<file path="src/rtl/bit_dup_fill_if.sv">
// Command and output-word handshake bundle for the bit duplication fill stage.
// The slave modport is the fill stage's view; master is the command source / word sink.
interface bit_dup_fill_if #(
  parameter int OUT_WIDTH = 32
);
  logic                 in_valid;
  logic                 in_ready;
  logic [7:0]           in_pattern;
  logic [2:0]           in_width;
  logic [7:0]           in_count;
  logic                 out_valid;
  logic                 out_ready;
  logic [OUT_WIDTH-1:0] out_data;
  logic                 out_last;

  modport slave (
    input  in_valid, in_pattern, in_width, in_count, out_ready,
    output in_ready, out_valid, out_data, out_last
  );

  modport master (
    output in_valid, in_pattern, in_width, in_count, out_ready,
    input  in_ready, out_valid, out_data, out_last
  );
endinterface

</file>
<file path="src/rtl/bit_dup_fill.sv">
// Pattern-fill stage: one command (pattern, width, count) becomes count replicated words.
// First word one cycle after accept, one word per cycle; words and state hold while out_ready is low.
module bit_dup_fill #(
  parameter int OUT_WIDTH = 32
) (
  input  logic             clock,
  input  logic             rst_n,
  bit_dup_fill_if.slave    bus,
  output logic             busy
);

  localparam int EXT_W  = OUT_WIDTH + 8;
  localparam int EXT_IW = $clog2(EXT_W);

  typedef enum logic {
    IDLE = 1'b0,
    EMIT = 1'b1
  } state_e;

  state_e               state_q, state_d;
  logic [7:0]           pat_q, pat_d;
  logic [3:0]           w_q, w_d;
  logic [2:0]           phase_q, phase_d;
  logic [7:0]           remaining_q, remaining_d;
  logic [OUT_WIDTH-1:0] data_q, data_d;
  logic                 last_q, last_d;

  logic [7:0]           pat_masked;
  logic [3:0]           w_cmd;
  logic [2:0]           phase_next;

  // The pattern repeated with period w over OUT_WIDTH+8 bits; shifting by the
  // phase (< 8) then yields the word starting at that point of the pattern.
  function automatic logic [OUT_WIDTH-1:0] make_word(input logic [7:0] pat,
                                                     input logic [3:0] w,
                                                     input logic [2:0] ph);
    logic [EXT_W-1:0] ext;
    logic [EXT_W-1:0] shifted;
    ext = '0;
    for (int k = 1; k <= 8; k++) begin
      if (w == 4'(k)) begin
        for (int i = 0; i < EXT_W; i++) begin
          ext[EXT_IW'(i)] = pat[3'(i % k)];
        end
      end
    end
    shifted = ext >> ph;
    return shifted[OUT_WIDTH-1:0];
  endfunction

  // OUT_WIDTH mod w per width; widths 1, 2, 4 and 8 divide OUT_WIDTH so the phase never moves.
  function automatic logic [2:0] phase_adv(input logic [2:0] ph, input logic [3:0] w);
    logic [3:0] step;
    logic [3:0] sum;
    case (w)
      4'd3:    step = 4'(OUT_WIDTH % 3);
      4'd5:    step = 4'(OUT_WIDTH % 5);
      4'd6:    step = 4'(OUT_WIDTH % 6);
      4'd7:    step = 4'(OUT_WIDTH % 7);
      default: step = 4'd0;
    endcase
    sum = {1'b0, ph} + step;
    if (sum >= w) begin
      sum = sum - w;
    end
    return sum[2:0];
  endfunction

  always_comb begin
    pat_masked = '0;
    for (int i = 0; i < 8; i++) begin
      pat_masked[i] = bus.in_pattern[i] & (3'(i) <= bus.in_width);
    end
  end

  assign w_cmd      = {1'b0, bus.in_width} + 4'd1;
  assign phase_next = phase_adv(phase_q, w_q);

  always_comb begin
    state_d     = state_q;
    pat_d       = pat_q;
    w_d         = w_q;
    phase_d     = phase_q;
    remaining_d = remaining_q;
    data_d      = data_q;
    last_d      = last_q;
    case (state_q)
      IDLE: begin
        // A zero-count command is still accepted, it just produces nothing.
        if (bus.in_valid && (bus.in_count != 8'd0)) begin
          state_d     = EMIT;
          pat_d       = pat_masked;
          w_d         = w_cmd;
          phase_d     = 3'd0;
          remaining_d = bus.in_count;
          data_d      = make_word(pat_masked, w_cmd, 3'd0);
          last_d      = (bus.in_count == 8'd1);
        end
      end
      EMIT: begin
        if (bus.out_ready) begin
          if (remaining_q > 8'd1) begin
            phase_d     = phase_next;
            remaining_d = remaining_q - 8'd1;
            data_d      = make_word(pat_q, w_q, phase_next);
            last_d      = (remaining_q == 8'd2);
          end else begin
            state_d     = IDLE;
            remaining_d = 8'd0;
            last_d      = 1'b0;
          end
        end
      end
      default: state_d = IDLE;
    endcase
  end

  always_ff @(posedge clock or negedge rst_n) begin
    if (!rst_n) begin
      state_q     <= IDLE;
      pat_q       <= '0;
      w_q         <= 4'd1;
      phase_q     <= 3'd0;
      remaining_q <= 8'd0;
      data_q      <= '0;
      last_q      <= 1'b0;
    end else begin
      state_q     <= state_d;
      pat_q       <= pat_d;
      w_q         <= w_d;
      phase_q     <= phase_d;
      remaining_q <= remaining_d;
      data_q      <= data_d;
      last_q      <= last_d;
    end
  end

  assign bus.in_ready  = (state_q == IDLE);
  assign bus.out_valid = (state_q == EMIT);
  assign bus.out_data  = data_q;
  assign bus.out_last  = last_q;
  assign busy          = (state_q == EMIT);

endmodule
</file>
<file path="src/flat_wrapper.sv">
// flat-port wrapper written by rule: the top's interface ports become plain ports
module bit_dup_fill_flat 
#(
  parameter int OUT_WIDTH = 32
)
  (clock, rst_n, busy, bus_in_valid, bus_in_pattern, bus_in_width, bus_in_count, bus_out_ready, bus_in_ready, bus_out_valid, bus_out_data, bus_out_last);
  bit_dup_fill_if #(.OUT_WIDTH(OUT_WIDTH)) bus_i ();
  input  logic clock;
  input  logic rst_n;
  output logic busy;
  input wire logic [$bits(bus_i.in_valid)-1:0] bus_in_valid;
  input wire logic [$bits(bus_i.in_pattern)-1:0] bus_in_pattern;
  input wire logic [$bits(bus_i.in_width)-1:0] bus_in_width;
  input wire logic [$bits(bus_i.in_count)-1:0] bus_in_count;
  input wire logic [$bits(bus_i.out_ready)-1:0] bus_out_ready;
  output wire logic [$bits(bus_i.in_ready)-1:0] bus_in_ready;
  output wire logic [$bits(bus_i.out_valid)-1:0] bus_out_valid;
  output wire logic [$bits(bus_i.out_data)-1:0] bus_out_data;
  output wire logic [$bits(bus_i.out_last)-1:0] bus_out_last;
  assign bus_i.in_valid = bus_in_valid;
  assign bus_i.in_pattern = bus_in_pattern;
  assign bus_i.in_width = bus_in_width;
  assign bus_i.in_count = bus_in_count;
  assign bus_i.out_ready = bus_out_ready;
  assign bus_in_ready = bus_i.in_ready;
  assign bus_out_valid = bus_i.out_valid;
  assign bus_out_data = bus_i.out_data;
  assign bus_out_last = bus_i.out_last;
  bit_dup_fill #(.OUT_WIDTH(OUT_WIDTH)) u_core (.clock(clock), .rst_n(rst_n), .bus(bus_i), .busy(busy));
endmodule
</file>
<file path="config.mk">
export PLATFORM = sky130hd
export DESIGN_NAME = bit_dup_fill_flat
export DESIGN_NICKNAME = d
export VERILOG_FILES = /design/src/rtl/bit_dup_fill_if.sv /design/src/rtl/bit_dup_fill.sv /design/src/flat_wrapper.sv
export SDC_FILE = /design/constraint.sdc
export NUM_CORES = 1
export LEC_CHECK = 0
export ABC_AREA = 1
export CORE_ASPECT_RATIO = 0.6
export CORE_MARGIN = 3
export CORE_UTILIZATION = 58
export CTS_CLUSTER_SIZE = 14
export DETAILED_ROUTE_END_ITERATION = 10
export PLACE_DENSITY_LB_ADDON = 0.3
export SLEW_MARGIN = 0
export SYNTH_ARGS = -nofsm -noshare
export SYNTH_HDL_FRONTEND = slang
export SYNTH_SLANG_ARGS = --single-unit
export TNS_END_PERCENT = 50
</file>
<file path="constraint.sdc">
create_clock -name clock -period 4 [get_ports clock]
set_input_delay 0.4 -clock clock [delete_from_list [all_inputs] [get_ports clock]]
set_output_delay 0.4 -clock clock [all_outputs]
set_load 0.05 [all_outputs]
</file>
* Word-level counts from Yosys, hierarchy flattened
Cells that the tools add are included.
Word-level totals: flip-flop bits (word level) 53, output and inout bits 36, word-level logic and storage cells 91
Cells by class: add/sub/neg operators 4, order comparisons 6, eq/ne operators 21, shift-type cells 1, multiplexer cells 41, bitwise operators 5, reductions and logical operators 6
Operator list (number):
- $mux 32 | 22
- $pmux 32 s2 | 1
- $eq 4x3->1 const B | 8
- $shr 32x3->32 | 1
- $mux 8 | 3
- $eq 4x2->1 const B | 4
- $pmux 8 s2 | 1
- $mux 3 | 4
- $pmux 3 s2 | 2
- $eq 4x1->1 const B | 2
- $eq 4x4->1 const B | 2
- $eq 8x1->1 const B | 1
- $eq 8x2->1 const B | 1
- $gt 8x1->1 const B | 1
- $reduce_bool 8->1 | 1
- $sub 8x1->8 const B | 1
- $le 1x3->1 const A | 2
- $le 2x3->1 const A | 2
- $mux 1 | 6
- $add 3x1->4 const B | 1
- $add 3x3->4 | 1
- $and 1x1->1 | 4
- $ge 4x4->1 | 1
- $ne 2x2->1 const B | 2
- other kinds (8) | 10

* Longest topological paths before layout
Gate-level depths: netlist of run 1.
depth in word-level cells 16, mapped depth 23

* Least setup slack after synthesis of run 1
OpenSTA, ideal clock, no wires.
kind register to register, from register u_core.w_q[0], to register u_core.data_q[21], in the netlist u_core.bus.out_data[21], data arrival time 3.372 ns, required time 3.887 ns, setup slack 0.515 ns, stages on the path, launching flop included 21, path buffers 2, clock period less this slack 3.485 ns, cells stage by stage dfstp_2 > inv_2 > nand2_1 > inv_1 > nor2_1 > nand2_1 > nand2_1 > ha_1 > fa_1 > ha_1 > nand2_1 > o211ai_2 > o21ai_2 > inv_1 > buf_2 > buf_1 > nand3_1 > nand3_1 > nand3_1 > nand2_1 > inv_1
Between the ends: word-level cells in the longest chain between the ends 16
Ends and longest elaborated chain:
- start, declared | line bit_dup_fill.sv:22 | logic [3:0] w_q, w_d;
- start signal, assigned | line bit_dup_fill.sv:130 | w_q <= w_d;
- branches (longest 12 deep; another with $add 3x3->4)
- $shr 32x3->32 (*) | line bit_dup_fill.sv:47 | shifted = ext >> ph;
- $mux 32 (*) | line bit_dup_fill.sv:102 | if (remaining_q > 8'd1) begin
- $mux 32 (*) | line bit_dup_fill.sv:101 | if (bus.out_ready) begin
- $pmux 32 s2 (*) | line bit_dup_fill.sv:87 | case (state_q)
- end signal, assigned | line bit_dup_fill.sv:133 | data_q <= data_d;
- end, declared | line bit_dup_fill.sv:25 | logic [OUT_WIDTH-1:0] data_q, data_d;
Every way passes the cells marked *. The select of a mux whose other input is x is not followed. A chain may end at the register's enable or synchronous reset.

* Worst setup path after layout of run 1
from register u_core.w_q[3], to register u_core.data_q[3], in the netlist u_core.bus.out_data[3]
The elaborated chain is that of the path after synthesis.

==> results.sh, run 1 <==
export IMPL_core_um2=8690
export IMPL_status="finished, final reports clean"
export IMPL_synth_compound_area_share_pct=15.4
export IMPL_clk_pin_slew_ns=0.08
export IMPL_rsz0062_at_grt="false"
export IMPL_cts_buffers=5
export IMPL_cp_endpoint="u_core.bus.out_data[3]"
export IMPL_synthFlopType="dfrtp_1"
export IMPL_tritoncts="built"
export IMPL_io_pins=59
export IMPL_fin_setup_tns_ns=0
export IMPL_max_freq_mhz=268
export IMPL_drc_errors=0
export IMPL_syn_nets=931
export IMPL_netlist_area_leader_share_pct=24.7
export IMPL_nets=979
export IMPL_cp_common_cell="nand2_1"
export IMPL_setup_violations=0
export IMPL_synth_edf_count=0
export IMPL_yosysTopAreaCell="dfrtp_1"
export IMPL_place_congestion=1.17
export IMPL_muxShareOfSynthArea_pct=0
export IMPL_vias=6608
export IMPL_first_iter_violations=1222
export IMPL_grt_pass1_wl_mm=29.9
export IMPL_synth_simple_gate_area_share_pct=45.2
export IMPL_drive_above_1_share_pct=7.97
export IMPL_io_buffers=54
export IMPL_wl_mm=18.8
export IMPL_grt_ovfl_total=0
export IMPL_cp_slowest_cell="fa_2"
export IMPL_yosysWarningCount=0
export IMPL_worstMarginPinSlew_ns=0.714
export IMPL_die_h_um=79.9
export IMPL_startpoint_type="register"
export IMPL_h_tree_depth=2
export IMPL_area_growth_pct=17.4
export IMPL_cp_end_kind="register"
export IMPL_synthAdderAreaFrac_pct=4.08
export IMPL_critPathMaxFanout=32
export IMPL_leakagePower_nw=3.10
export IMPL_synth_commonest_cells="nand2_1 (280), nand3_1 (143), inv_1 (77)"
export IMPL_critPathLaunch="u_core.w_q[3]"
export IMPL_r2r_end="u_core.bus.out_data[3]"
export IMPL_track_usage_pct=36.8
export IMPL_synth_most_common_cell="nand2_1"
export IMPL_period_share_pct=93.4
export IMPL_slew_violations=0
export IMPL_drtAntennaViolNets=0
export IMPL_syn_area_um2=5280
export IMPL_netlist_instances=892
export IMPL_fin_util_pct=71.3
export IMPL_dieArea_um2=10300
export IMPL_worstSkewPairLatency_ns=0.31
export IMPL_cpPeakStageDelay_ns=0.48
export IMPL_first_pass_iters=7
export IMPL_wl_per_cell_um=17.8
export IMPL_skew_ns=0.0108
export IMPL_max_slew_margin_pct=52.1
export IMPL_synth_top_family_by_area="simple AND/OR/NAND/NOR gates"
export IMPL_nFillCells=741
export IMPL_dieWidth_um=129
export IMPL_reg2reg_slack_ns=0.26
export IMPL_grt_pass1_vias=5827
export IMPL_path_class="reg -> reg"
export IMPL_powerDensity_nw_per_um2=918
export IMPL_cts_root_buffer="clkbuf_16"
export IMPL_ys_ff_latch=53
export IMPL_synthXorXnorAreaFrac_pct=1.16
export IMPL_ys_types=44
export IMPL_hold_class="in -> async"
export IMPL_ir_worst_vdd_mv=0.472
export IMPL_cp_cell_sequence="inv_2 > nand2_2 > nor2_2 > nand2_1 > nand2_1 > ha_1 > fa_2 > ha_4 > nand2_1 > o211ai_4 > nand2_1 > o21ai_2 > inv_1 > buf_12 > o21bai_1 > o21ai_1 > a21oi_1 > a21oi_1"
export IMPL_hold_viol_final=0
export IMPL_rows=26
export IMPL_clkSinkCount=53
export IMPL_synth_async_reset_ratio_pct=100
export IMPL_synth_avg_cell_area_um2=5.91
export IMPL_cts_buffer_depth=2
export IMPL_yosysSeqAreaShare_pct=25.2
export IMPL_cp_data_required_time_ns=4.18
export IMPL_final_min_clock_period_ns=3.74
export IMPL_maxCapViolations=0
export IMPL_rr_worst_depth=18
export IMPL_grt_max_degree=54
export IMPL_cts_hold_buf=0
export IMPL_n_antenna_cell=0
export IMPL_arrival_ns=3.92
export IMPL_post_dp_hpwl_mm=14.7
export IMPL_synthTopCellsByArea="dfrtp_1 (25%), nand2_1 (20%), nand3_1 (14%), a21oi_1 (5.7%), inv_1 (5.5%)"
export IMPL_viasPerCell=6.28
export IMPL_r2r_start="u_core.w_q[3]"
export IMPL_antenna_found_initial=0
export IMPL_start_util_pct=60.7
export IMPL_power_mw=5.69
-- critical path, delay by kind of cell, from the launching register on --
| kind | cells | cell delay, ns |
|---|---|---|
| flip-flops | 1 | 0.46 |
| adder cells (fa/ha/maj) | 3 | 0.96 |
| buffers and inverters | 3 | 0.41 |
| AO/OA/AOI/OAI | 6 | 1.05 |
| AND/OR/NAND/NOR | 6 | 0.71 |
-- sequential cells by signal, indices dropped and copies added (netlist names) --
register,count
u_core.bus.out_data,32
u_core.bus.out_last,1
u_core.bus.out_valid,1
u_core.pat_q,4
u_core.phase_q,3
u_core.remaining_q,8
u_core.w_q,4
-- final cells by class --
type / count / area, um2 / share of cell area (%)
inverters: 91 / 342 / 5.52
repair buffers: 72 / 721 / 11.6
clock buffers: 5 / 125 / 2.02
flip-flops and latches: 53 / 1330 / 21.4
multi-input cells: 717 / 3510 / 56.8
well taps: 112 / 140 / 2.26
clock inverters: 3 / 21.3 / 0.344
-- per-layer routing --
| layer | routed length (um) | global-route usage [%] | up-vias |
|---|---|---|---|
| met5 | 78 | 8.56 | - |
| met4 | 513 | 7.76 | 2 |
| met3 | 2910 | 12.6 | 81 |
| met2 | 7570 | 52.0 | 532 |
| met1 | 7700 | 53.4 | 2954 |
| li1 | - | - | 3039 |
-- report_power, final --
| part | internal [mW] | total (mW) | leakage (nW) | switching [mW] |
|---|---|---|---|---|
| registers | 0.759 | 0.911 | 0.638 | 0.153 |
| logic | 1.46 | 4.32 | 2.39 | 2.85 |
| clock network | 0.234 | 0.458 | 0.0702 | 0.224 |
| total | 2.46 | 5.69 | 3.10 | 3.23 |
-- cell usage in the layout (no fill, tap or decap), drive strengths merged --
master and n:
clkinv 2, a21oi 61, dfrtp 52, nand2 285, clkinvlp 1, o21ai 51, nand3 143, nand3b 1
a22oi 3, or2 11, nor4 1, ha 14, a211oi 2, o22ai 4, o21bai 1, a21boi 1
nand4 11, inv 91, buf 19, o211ai 8, xnor2 4, dfstp 1, o21a 1, nor2 86
a31oi 10, nor3 11, o31ai 2, xor2 3, o311ai 1, clkdlybuf4s50 53, fa 2, clkbuf 5
-- through the flow --
step	instance area [um2]	setup WS (ns)	hold WS (ns)	instances
2_1_floorplan	5280	0.515	0.104	892
3_3_place_gp	5980	0.380	0.474	1042
3_5_place_dp	5980	0.157	0.467	1042
4_1_cts	6130	0.152	0.248	1050
5_1_grt	6190	0.0115	0.272	1053
6_report	6190	0.263	0.211	1053
-- logic make-up after synthesis --
family                   Yosys count
AND/OR/NAND/NOR                  549
AO/OA/AOI/OAI                    145
buffers and inverters            122
flip-flops                        53
adder cells (fa/ha/maj)           16
XOR/XNOR                           7
-- how the worst min path moves through the flow --
stage               cells after the start                 endpoint  slack (ns)               startpoint
global placement                        2  u_core.bus.out_data[12]        0.47  u_core.bus.out_data[12]
detailed placement                      2  u_core.bus.out_data[12]        0.47  u_core.bus.out_data[12]
floorplan                               0   u_core.bus.out_data[0]        0.10                    rst_n
global route                            2   u_core.bus.out_data[3]        0.27                    rst_n
CTS                                     2   u_core.bus.out_data[3]        0.25                    rst_n
finish                                  2   u_core.bus.out_data[3]        0.21                    rst_n
-- what timing repair did --
action / CTS / global route
resized for setup: 0 / 8
endpoints found under the setup margin: 0 / 32
setup buffers: 0 / 3
Power figures use the tool's default switching activity.
==> run 2: changes to the inputs <==
Settings changed: CTS_CLUSTER_SIZE 14 to 40.
==> results of run 2 <==
The final DEF is identical to that of run 1; final timing and power are the same.
